File: config.mk
export PLATFORM = sky130hd
export DESIGN_NAME = lcd_receptor
export DESIGN_NICKNAME = d
export VERILOG_FILES = /design/src/rtl/lcd_pkg.sv /design/src/rtl/lcd_ddram.sv /design/src/rtl/lcd_receptor.sv
export SDC_FILE = /design/constraint.sdc
export NUM_CORES = 1
export LEC_CHECK = 0
export ABC_AREA = 1
export CAP_MARGIN = 20
export CORE_ASPECT_RATIO = 0.9
export CORE_UTILIZATION = 40
export DETAILED_ROUTE_END_ITERATION = 7
export PLACE_DENSITY = 0.61
export SKIP_LAST_GASP = 1
export SLEW_MARGIN = 5
export SYNTH_ARGS = -nofsm -noshare
export SYNTH_HDL_FRONTEND = slang
export SYNTH_SLANG_ARGS = --single-unit
File: constraint.sdc
create_clock -name CLOCK_50 -period 1.9 [get_ports CLOCK_50]
set_input_delay 0.38 -clock CLOCK_50 [delete_from_list [all_inputs] [get_ports CLOCK_50]]
set_output_delay 0.38 -clock CLOCK_50 [all_outputs]
set_load 0.02 [all_outputs]
File: src/rtl/lcd_pkg.sv
// Shared command codes, bit positions, error indices and FSM states for the LCD bus
// responder and its shadow DDRAM.
package lcd_pkg;

  localparam int unsigned CELLS = 32;

  localparam logic [7:0] CMD_CLR     = 8'h01;
  localparam logic [7:0] CMD_HOME    = 8'h02;
  localparam logic [7:0] CMD_ENTRY   = 8'h04;
  localparam logic [7:0] CMD_DISPCTL = 8'h08;
  localparam logic [7:0] CMD_SHIFT   = 8'h10;
  localparam logic [7:0] CMD_FUNCSET = 8'h20;
  localparam logic [7:0] CMD_CGRAM   = 8'h40;
  localparam logic [7:0] CMD_DDRAM   = 8'h80;

  localparam int unsigned ENTRY_SH_BIT = 0;
  localparam int unsigned ENTRY_ID_BIT = 1;
  localparam int unsigned DISP_D_BIT   = 2;
  localparam int unsigned FUNC_DL_BIT  = 4;

  localparam logic [7:0] SPACE      = 8'h20;
  localparam logic [6:0] LINE2_BASE = 7'h40;

  localparam int unsigned ERR_BUSY  = 0;
  localparam int unsigned ERR_RW    = 1;
  localparam int unsigned ERR_UNSUP = 2;
  localparam int unsigned ERR_ADDR  = 3;

  typedef enum logic [1:0] {StIdle, StExec, StClearSweep, StWait} lcd_state_e;

  // An instruction belongs to group `base` when its highest set bit is the bit of `base`.
  function automatic logic cmd_is(input logic [7:0] code, input logic [7:0] base);
    logic [7:0] above;
    above = ~((base << 1) - 8'd1);
    return ((code & above) == 8'd0) && ((code & base) != 8'd0);
  endfunction

endpackage

File: src/rtl/lcd_ddram.sv
// 32x8 character shadow: one write port, registered read port, reset fills with spaces.
module lcd_ddram
  import lcd_pkg::*;
(
  input  logic       i_clk,
  input  logic       i_rst,
  input  logic       i_we,
  input  logic [4:0] i_waddr,
  input  logic [7:0] i_wdata,
  input  logic [4:0] i_raddr,
  output logic [7:0] o_rdata
);

  logic [7:0] r_mem [CELLS];
  logic [7:0] r_rdata;

  // Read samples the array before this edge's write, so a same-cell collision returns old data.
  always_ff @(posedge i_clk) begin
    if (i_rst) begin
      for (int i = 0; i < int'(CELLS); i++) r_mem[i] <= SPACE;
      r_rdata <= SPACE;
    end else begin
      if (i_we) r_mem[i_waddr] <= i_wdata;
      r_rdata <= r_mem[i_raddr];
    end
  end

  assign o_rdata = r_rdata;

endmodule

File: src/rtl/lcd_receptor.sv
// HD44780-style LCD bus responder: decodes writer strobes into a 2x16 character shadow
// plus cursor, display-on, busy and sticky error state.
module lcd_receptor
  import lcd_pkg::*;
#(
  parameter int unsigned CLEAR_CYCLES = 82000,
  parameter int unsigned CMD_CYCLES   = 2000
) (
  input  logic       CLOCK_50,
  input  logic       RESET,
  input  logic [7:0] LCD_DATA,
  input  logic       LCD_EN,
  input  logic       LCD_RS,
  input  logic       LCD_RW,
  input  logic       LCD_ON,
  input  logic [4:0] RD_ADDR,
  output logic [7:0] RD_CHAR,
  output logic [4:0] CURSOR,
  output logic       DISP_ON,
  output logic       BUSY,
  output logic       CMD_VALID,
  output logic [8:0] CMD_CODE,
  output logic [3:0] ERR
);

  localparam int unsigned MaxCycles = (CLEAR_CYCLES > CMD_CYCLES) ? CLEAR_CYCLES : CMD_CYCLES;
  localparam int unsigned CntW      = $clog2(MaxCycles + 1);

  logic            r_en;
  logic            r_rs;
  logic            r_rw;
  logic [7:0]      r_data;
  lcd_state_e      r_state;
  logic [CntW-1:0] r_cnt;
  logic [4:0]      r_sweep;
  logic [4:0]      r_cursor;
  logic            r_inc;
  logic            r_disp_on;
  logic            r_busy;
  logic            r_clear;
  logic            r_cmd_valid;
  logic [8:0]      r_cmd_code;
  logic [3:0]      r_err;

  logic       w_fall;
  logic       w_accept;
  logic       w_we;
  logic [4:0] w_waddr;
  logic [7:0] w_wdata;
  logic [6:0] w_ddram_a;

  // The transfer uses the bus values registered during the last EN-high cycle.
  assign w_fall    = r_en & ~LCD_EN & LCD_ON;
  assign w_accept  = w_fall & ~r_busy & ~r_rw;
  assign w_ddram_a = r_data[6:0];

  always_comb begin
    w_we    = 1'b0;
    w_waddr = r_cursor;
    w_wdata = r_data;
    if (r_state == StClearSweep) begin
      w_we    = 1'b1;
      w_waddr = r_sweep;
      w_wdata = SPACE;
    end else if (w_accept && r_rs) begin
      w_we = 1'b1;
    end
  end

  always_ff @(posedge CLOCK_50) begin
    if (RESET) begin
      r_en        <= 1'b0;
      r_rs        <= 1'b0;
      r_rw        <= 1'b0;
      r_data      <= '0;
      r_state     <= StIdle;
      r_cnt       <= '0;
      r_sweep     <= '0;
      r_cursor    <= '0;
      r_inc       <= 1'b1;
      r_disp_on   <= 1'b0;
      r_busy      <= 1'b0;
      r_clear     <= 1'b0;
      r_cmd_valid <= 1'b0;
      r_cmd_code  <= '0;
      r_err       <= '0;
    end else begin
      r_en        <= LCD_EN;
      r_rs        <= LCD_RS;
      r_rw        <= LCD_RW;
      r_data      <= LCD_DATA;
      r_cmd_valid <= 1'b0;
      if (w_fall && r_busy) r_err[ERR_BUSY] <= 1'b1;
      if (w_fall && !r_busy && r_rw) r_err[ERR_RW] <= 1'b1;

      if (r_state == StIdle) begin
        if (w_accept) begin
          r_cmd_valid <= 1'b1;
          r_cmd_code  <= {r_rs, r_data};
          r_busy      <= 1'b1;
          r_state     <= StExec;
          r_clear     <= 1'b0;
          r_sweep     <= '0;
          r_cnt       <= CntW'(CMD_CYCLES - 1);
          if (r_rs) begin
            // 5-bit wrap gives 15->16, 31->0 and 0->31, 16->15 for free.
            r_cursor <= r_inc ? r_cursor + 5'd1 : r_cursor - 5'd1;
          end else if (cmd_is(r_data, CMD_CLR)) begin
            r_clear  <= 1'b1;
            r_cursor <= '0;
            r_inc    <= 1'b1;
            r_cnt    <= CntW'(CLEAR_CYCLES - 1);
          end else if (cmd_is(r_data, CMD_HOME)) begin
            r_cursor <= '0;
            r_cnt    <= CntW'(CLEAR_CYCLES - 1);
          end else if (cmd_is(r_data, CMD_ENTRY)) begin
            r_inc <= r_data[ENTRY_ID_BIT];
            if (r_data[ENTRY_SH_BIT]) r_err[ERR_UNSUP] <= 1'b1;
          end else if (cmd_is(r_data, CMD_DISPCTL)) begin
            r_disp_on <= r_data[DISP_D_BIT];
          end else if (cmd_is(r_data, CMD_FUNCSET)) begin
            if (!r_data[FUNC_DL_BIT]) r_err[ERR_UNSUP] <= 1'b1;
          end else if (cmd_is(r_data, CMD_DDRAM)) begin
            if (w_ddram_a[6:4] == 3'b000) begin
              r_cursor <= {1'b0, w_ddram_a[3:0]};
            end else if ((w_ddram_a & 7'h70) == LINE2_BASE) begin
              r_cursor <= {1'b1, w_ddram_a[3:0]};
            end else begin
              r_err[ERR_ADDR] <= 1'b1;
            end
          end else if (cmd_is(r_data, CMD_CGRAM) || r_data == 8'h00) begin
            r_err[ERR_UNSUP] <= 1'b1;
          end
          // Cursor/display shift (CMD_SHIFT group) is accepted with no effect.
        end
      end else if (r_cnt == '0) begin
        r_busy  <= 1'b0;
        r_state <= StIdle;
      end else begin
        r_cnt <= r_cnt - CntW'(1);
        case (r_state)
          StExec:       r_state <= r_clear ? StClearSweep : StWait;
          StClearSweep: begin
            r_sweep <= r_sweep + 5'd1;
            if (r_sweep == 5'(CELLS - 1)) r_state <= StWait;
          end
          default: ;
        endcase
      end
    end
  end

  lcd_ddram u_ddram (
    .i_clk   (CLOCK_50),
    .i_rst   (RESET),
    .i_we    (w_we),
    .i_waddr (w_waddr),
    .i_wdata (w_wdata),
    .i_raddr (RD_ADDR),
    .o_rdata (RD_CHAR)
  );

  assign CURSOR    = r_cursor;
  assign DISP_ON   = r_disp_on;
  assign BUSY      = r_busy;
  assign CMD_VALID = r_cmd_valid;
  assign CMD_CODE  = r_cmd_code;
  assign ERR       = r_err;

endmodule

Yosys cells after proc, flatten, opt, wreduce, memory -nomap -nowiden
Memories as Yosys holds them, arrays and structs flattened. A register that Yosys moved wholly into a read port is not among the register bits.
Cells that the tools add are included.
{"block": "word_totals", "reg_bits": 58, "latchBits": 0, "ram_bits": 256, "rom_bits": 0, "output_inout_bits": 29, "wordCells": 149, "memories": 1}
{"block": "classes", "addsub": 4, "n_mul": 0, "div_mod_pow": 0, "magnitude_cmp": 0, "n_eq_ne": 15, "shift": 0, "muxes": 54, "bitwise": 16, "reduce_logical": 41}
{"memory": "u_ddram.r_mem", "depth": 32, "width": 8, "read_ports": 1, "rd_clocked_by_memory_dff": 1, "write_ports": 32, "line": "lcd_ddram.sv:14", "text": "logic [7:0] r_mem [CELLS];"}
{"cell": "$mux 17", "n": 6}
{"cell": "$mux 5", "n": 16}
{"cell": "$logic_not 8->1", "n": 7}
{"cell": "$mux 1", "n": 25}
{"cell": "$logic_not 17->1", "n": 1}
{"cell": "$sub 17x1->17 const B", "n": 1}
{"cell": "$mux 8", "n": 2}
{"cell": "$reduce_and 7->1", "n": 2}
{"cell": "$ne 4x4->1 const B", "n": 3}
{"cell": "$not 1->1", "n": 12}
{"cell": "$reduce_and 11->1", "n": 1}
{"cell": "$add 5x1->5 const B", "n": 2}
{"cell": "$logic_and 1x1->1", "n": 10}
{"cell": "$ne 2x2->1 const B", "n": 5}
{"cell": "$reduce_and 10->1", "n": 1}
{"cell": "$mux 2", "n": 4}
{"cell": "$reduce_bool 4->1", "n": 2}
{"cell": "$reduce_or 8->1", "n": 1}
{"cell": "$reduce_and 2->1", "n": 3}
{"cell": "$reduce_and 3->1", "n": 2}
{"cell": "$reduce_bool 2->1", "n": 3}
{"cell": "$eq 5x5->1 const B", "n": 1}
{"cell": "$reduce_and 5->1", "n": 1}
{"cell": "$reduce_bool 5->1", "n": 1}
{"cell": "15 further kinds", "n": 18}

Longest topological paths before layout
{"block": "depth", "word_depth": 13, "mapped_depth": 13, "depth_no_buf": 13}

Modules after synthesis
A second synthesis with hierarchy kept.
{"block": "unflattened", "cells_unflattened": 1764, "area_unflattened_um2": 15183.3}
{"mod": "lcd_ddram", "n_inst": 1, "cells_each": 1312, "area_each_um2": 12184.2, "seq_area_each_um2": 7847.5}
{"mod": "lcd_receptor", "n_inst": 1, "cells_each": 452, "area_each_um2": 2999.1, "seq_area_each_um2": 1161.1}

Worst setup path before layout
No wires, ideal clock.
{"block": "synth_path", "path_type": "input to register", "startpoint": "in LCD_ON", "endpoint": "mem u_ddram.r_mem[1][0], enable pin", "setup_time_ns": 0.329, "arrival_time_ns": 1.676, "required_time_ns": 1.571, "path_slack_ns": -0.105, "path_stages": 9, "cell_sequence": "nand2_1 > nor2_1 > nand3_1 > o21ai_1 > nand2_2 > nor2_4 > buf_2 > nand2_2 > nand2_1"}
{"element": "start, declared", "line": "lcd_receptor.sv:15", "text": "input logic LCD_ON,"}
{"element": "end, declared", "line": "lcd_ddram.sv:14"}

==> results.sh <==
export IMPL_outcome="complete, no violations"
export IMPL_clk_pin_slew_ns=0.06
export IMPL_cts_sinks=322
export IMPL_synth_net_count=1715
export IMPL_clockBufferDepth=3
export IMPL_dpl_cell_area_sq_um=17100
export IMPL_power_density_nw_per_um2=1110
export IMPL_cts_made_buffers=36
export IMPL_hold_viol=0
export IMPL_max_freq_ghz=0.531
export IMPL_grt_pass1_wl_um=65000
export IMPL_skew_ns=0.0219
export IMPL_fin_area_sq_um=18800
export IMPL_final_common_cell="nand2_1"
export IMPL_maxCapViolations=0
export IMPL_drive_gt1_frac=0.173
export IMPL_path_class="register to register"
export IMPL_rsz0062_at_grt="true"
export IMPL_start_util=0.410
export IMPL_core_area_sq_um=36400
export IMPL_root_buffer="clkbuf_16"
export IMPL_synth_seq_cells=322
export IMPL_crit_chain="inv_4 -> nand2_8 -> buf_6 -> nand2_2 -> o21ai_2 -> inv_2 -> nand2_2 -> nor2_4 -> bufbuf_16 -> buf_4 -> nand3_1"
export IMPL_final_nets=1859
export IMPL_wl_um=41900
export IMPL_async_flop_share=0
export IMPL_dr_pass1_iters=5
export IMPL_placedCellCount=2258
export IMPL_fillCellCount=3350
export IMPL_critPathSlowestCell="dfxtp_2"
export IMPL_timing_hold_ws_ns=0.371
export IMPL_slew_viol_final=0
export IMPL_post_dp_hpwl_um=26600
export IMPL_synth_seq_area_share=0.603
export IMPL_syn_inst=1688
export IMPL_pre_cts_slack_ns=-0.569
export IMPL_vias=12200
export IMPL_clock_latency_ns=0.54
export IMPL_crit_path_end_kind="register"
export IMPL_drt_iter0_markers=1075
export IMPL_antenna_found_initial=0
export IMPL_syn_area_sq_um=14900
export IMPL_syn_avg_cell_area_sq_um=8.85
export IMPL_post_route_drc_count=0
export IMPL_mostFrequentLayoutCells="nand2_1 (413), nor2_1 (336), edfxtp_1 (256)"
export IMPL_gr_total_overflow=0
export IMPL_ys_warn_count=0
export IMPL_avgViaCountPerCell=5.20
export IMPL_setup_viol=0
export IMPL_period_share=0.991
export IMPL_grt_pass1_vias=11700
export IMPL_grtUsageTotal=0.225
export IMPL_fin_util=0.517
export IMPL_ant_nets=0
export IMPL_die_h_um=185
export IMPL_period_needed_ns=1.88
export IMPL_syn_to_final_growth_pct=26.2
export IMPL_io_pins=48
export IMPL_cpMostUsedCell="nand2_2"
export IMPL_synthFlopType="edfxtp_1"
export IMPL_cpPeakStageDelay_ns=0.34
export IMPL_tightestPinTransition_ns=0.326
export IMPL_synth_edf_count=256
export IMPL_post_drt_wl_per_cell_um=17.9
export IMPL_fin_cells=2336
export IMPL_slew_headroom=0.783
export IMPL_critPathLaunchType="register"
export IMPL_crit_arrival_ns=2.15
export IMPL_gp_congestion=0.922
export IMPL_grt_max_degree=58
export IMPL_dieArea_sq_um=38100
export IMPL_synth_cell_types=41
export IMPL_die_w_um=206
export IMPL_portBuffers=47
export IMPL_p_total_mw=20.9
export IMPL_row_count=66
export IMPL_regArea_sq_um=9010
export IMPL_irDropWorstVdd_v=0.00101
export IMPL_p_leak_nw=7.57
export IMPL_num_antenna_cells=0
export IMPL_hold_path_class="primary input to register"
export IMPL_worstPathRequired_ns=2.16
export IMPL_worst_slack_ns=0.0179
export IMPL_tritoncts="done"
export IMPL_cts_hold_buf=0
export IMPL_tns_ns=0
export IMPL_multi_input_area_sq_um=5620
export IMPL_worst_path_max_fanout=7
export IMPL_h_tree_depth=2
state kept, by name (all words and copies together), names as in the netlist, 2 cells and up:
register         flops
u_ddram.o_rdata      8
CURSOR               5
u_ddram.r_mem      256
r_cnt               17
r_state              2
ERR                  4
r_data               8
CMD_CODE             9
r_sweep              5
layer usage:
metal | track usage | wire, um | share of wire | vias to the layer above
li1 | - | - | - | 5897
met1 | 0.299 | 18000 | 0.43 | 5762
met2 | 0.372 | 19800 | 0.47 | 413
met3 | 0.0366 | 2830 | 0.067 | 85
met4 | 0.0767 | 1210 | 0.029 | 0
met5 | 0 | 0 | 0 | -
final cells by class:
cell class,instances,share of cell area
tap,476,0.0316
multi-input combinational,1206,0.298
clock inverter,21,0.0134
clock buffer,45,0.0540
inverter,68,0.0139
sequential,322,0.478
timing repair buffer,198,0.110
cell usage after synthesis (all sizes together) (5+ instances only):
library cell,n,share of area
a21oi,38,0.013
and2,7,0.0029
buf,17,0.0054
clkbuf,76,0.019
dfxtp,66,0.088
edfxtp,256,0.51
ha,7,0.0059
inv,67,0.017
nand2,480,0.12
nand3,238,0.080
nand4,5,0.0021
nor2,351,0.093
o211ai,7,0.0035
o21ai,49,0.017
power by group:
part	total (mW)	switching (mW)	internal (mW)
sequential	8.25	0.268	7.98
clock	7.42	2.91	4.51
combinational	5.22	3.30	1.92
worst max-delay path, delay by kind of cell (launching register included):
kind / cells / cell delay (ns)
buf+inv: 5 / 0.76
flops: 1 / 0.34
simple gates: 5 / 0.45
compound gates: 1 / 0.07
worst paths after layout:
kind | start | endpoint | slack, ns | cells past startpoint
hold reg to reg | CMD_CODE[5]$_SDFFE_PP0P_ | CMD_CODE[5]$_SDFFE_PP0P_ | 0.45 | 2
setup reg to reg | r_state[0]$_SDFFE_PP0P_ | u_ddram.r_mem[30][5]$_SDFFCE_PN1P_ | 0.02 | 11
hold / removal | LCD_DATA[1] | r_data[1]$_SDFF_PP0_ | 0.37 | 3
setup / recovery | r_state[0]$_SDFFE_PP0P_ | u_ddram.r_mem[30][5]$_SDFFCE_PN1P_ | 0.02 | 11
cell families after synthesis:
group                      count (synthesis)  share of synthesized area
and+or+nand+nor                         1088                      0.306
DFF                                      322                      0.603
buffers and inverters                    161                     0.0417
AOI/OAI and AO/OA                        101                     0.0373
xor gates and xnor gates                   8                    0.00469
adders and majority gates                  8                    0.00721
timing repair:
item                                    CTS  global route
pin swaps                                 6            10
endpoints found under the setup margin  284           360
resized for setup                        35            64
cloned                                    2             1
endpoints found under the hold margin     0             0
setup buffers                             3             7
Note: power is estimated with default switching activity, not from simulation.
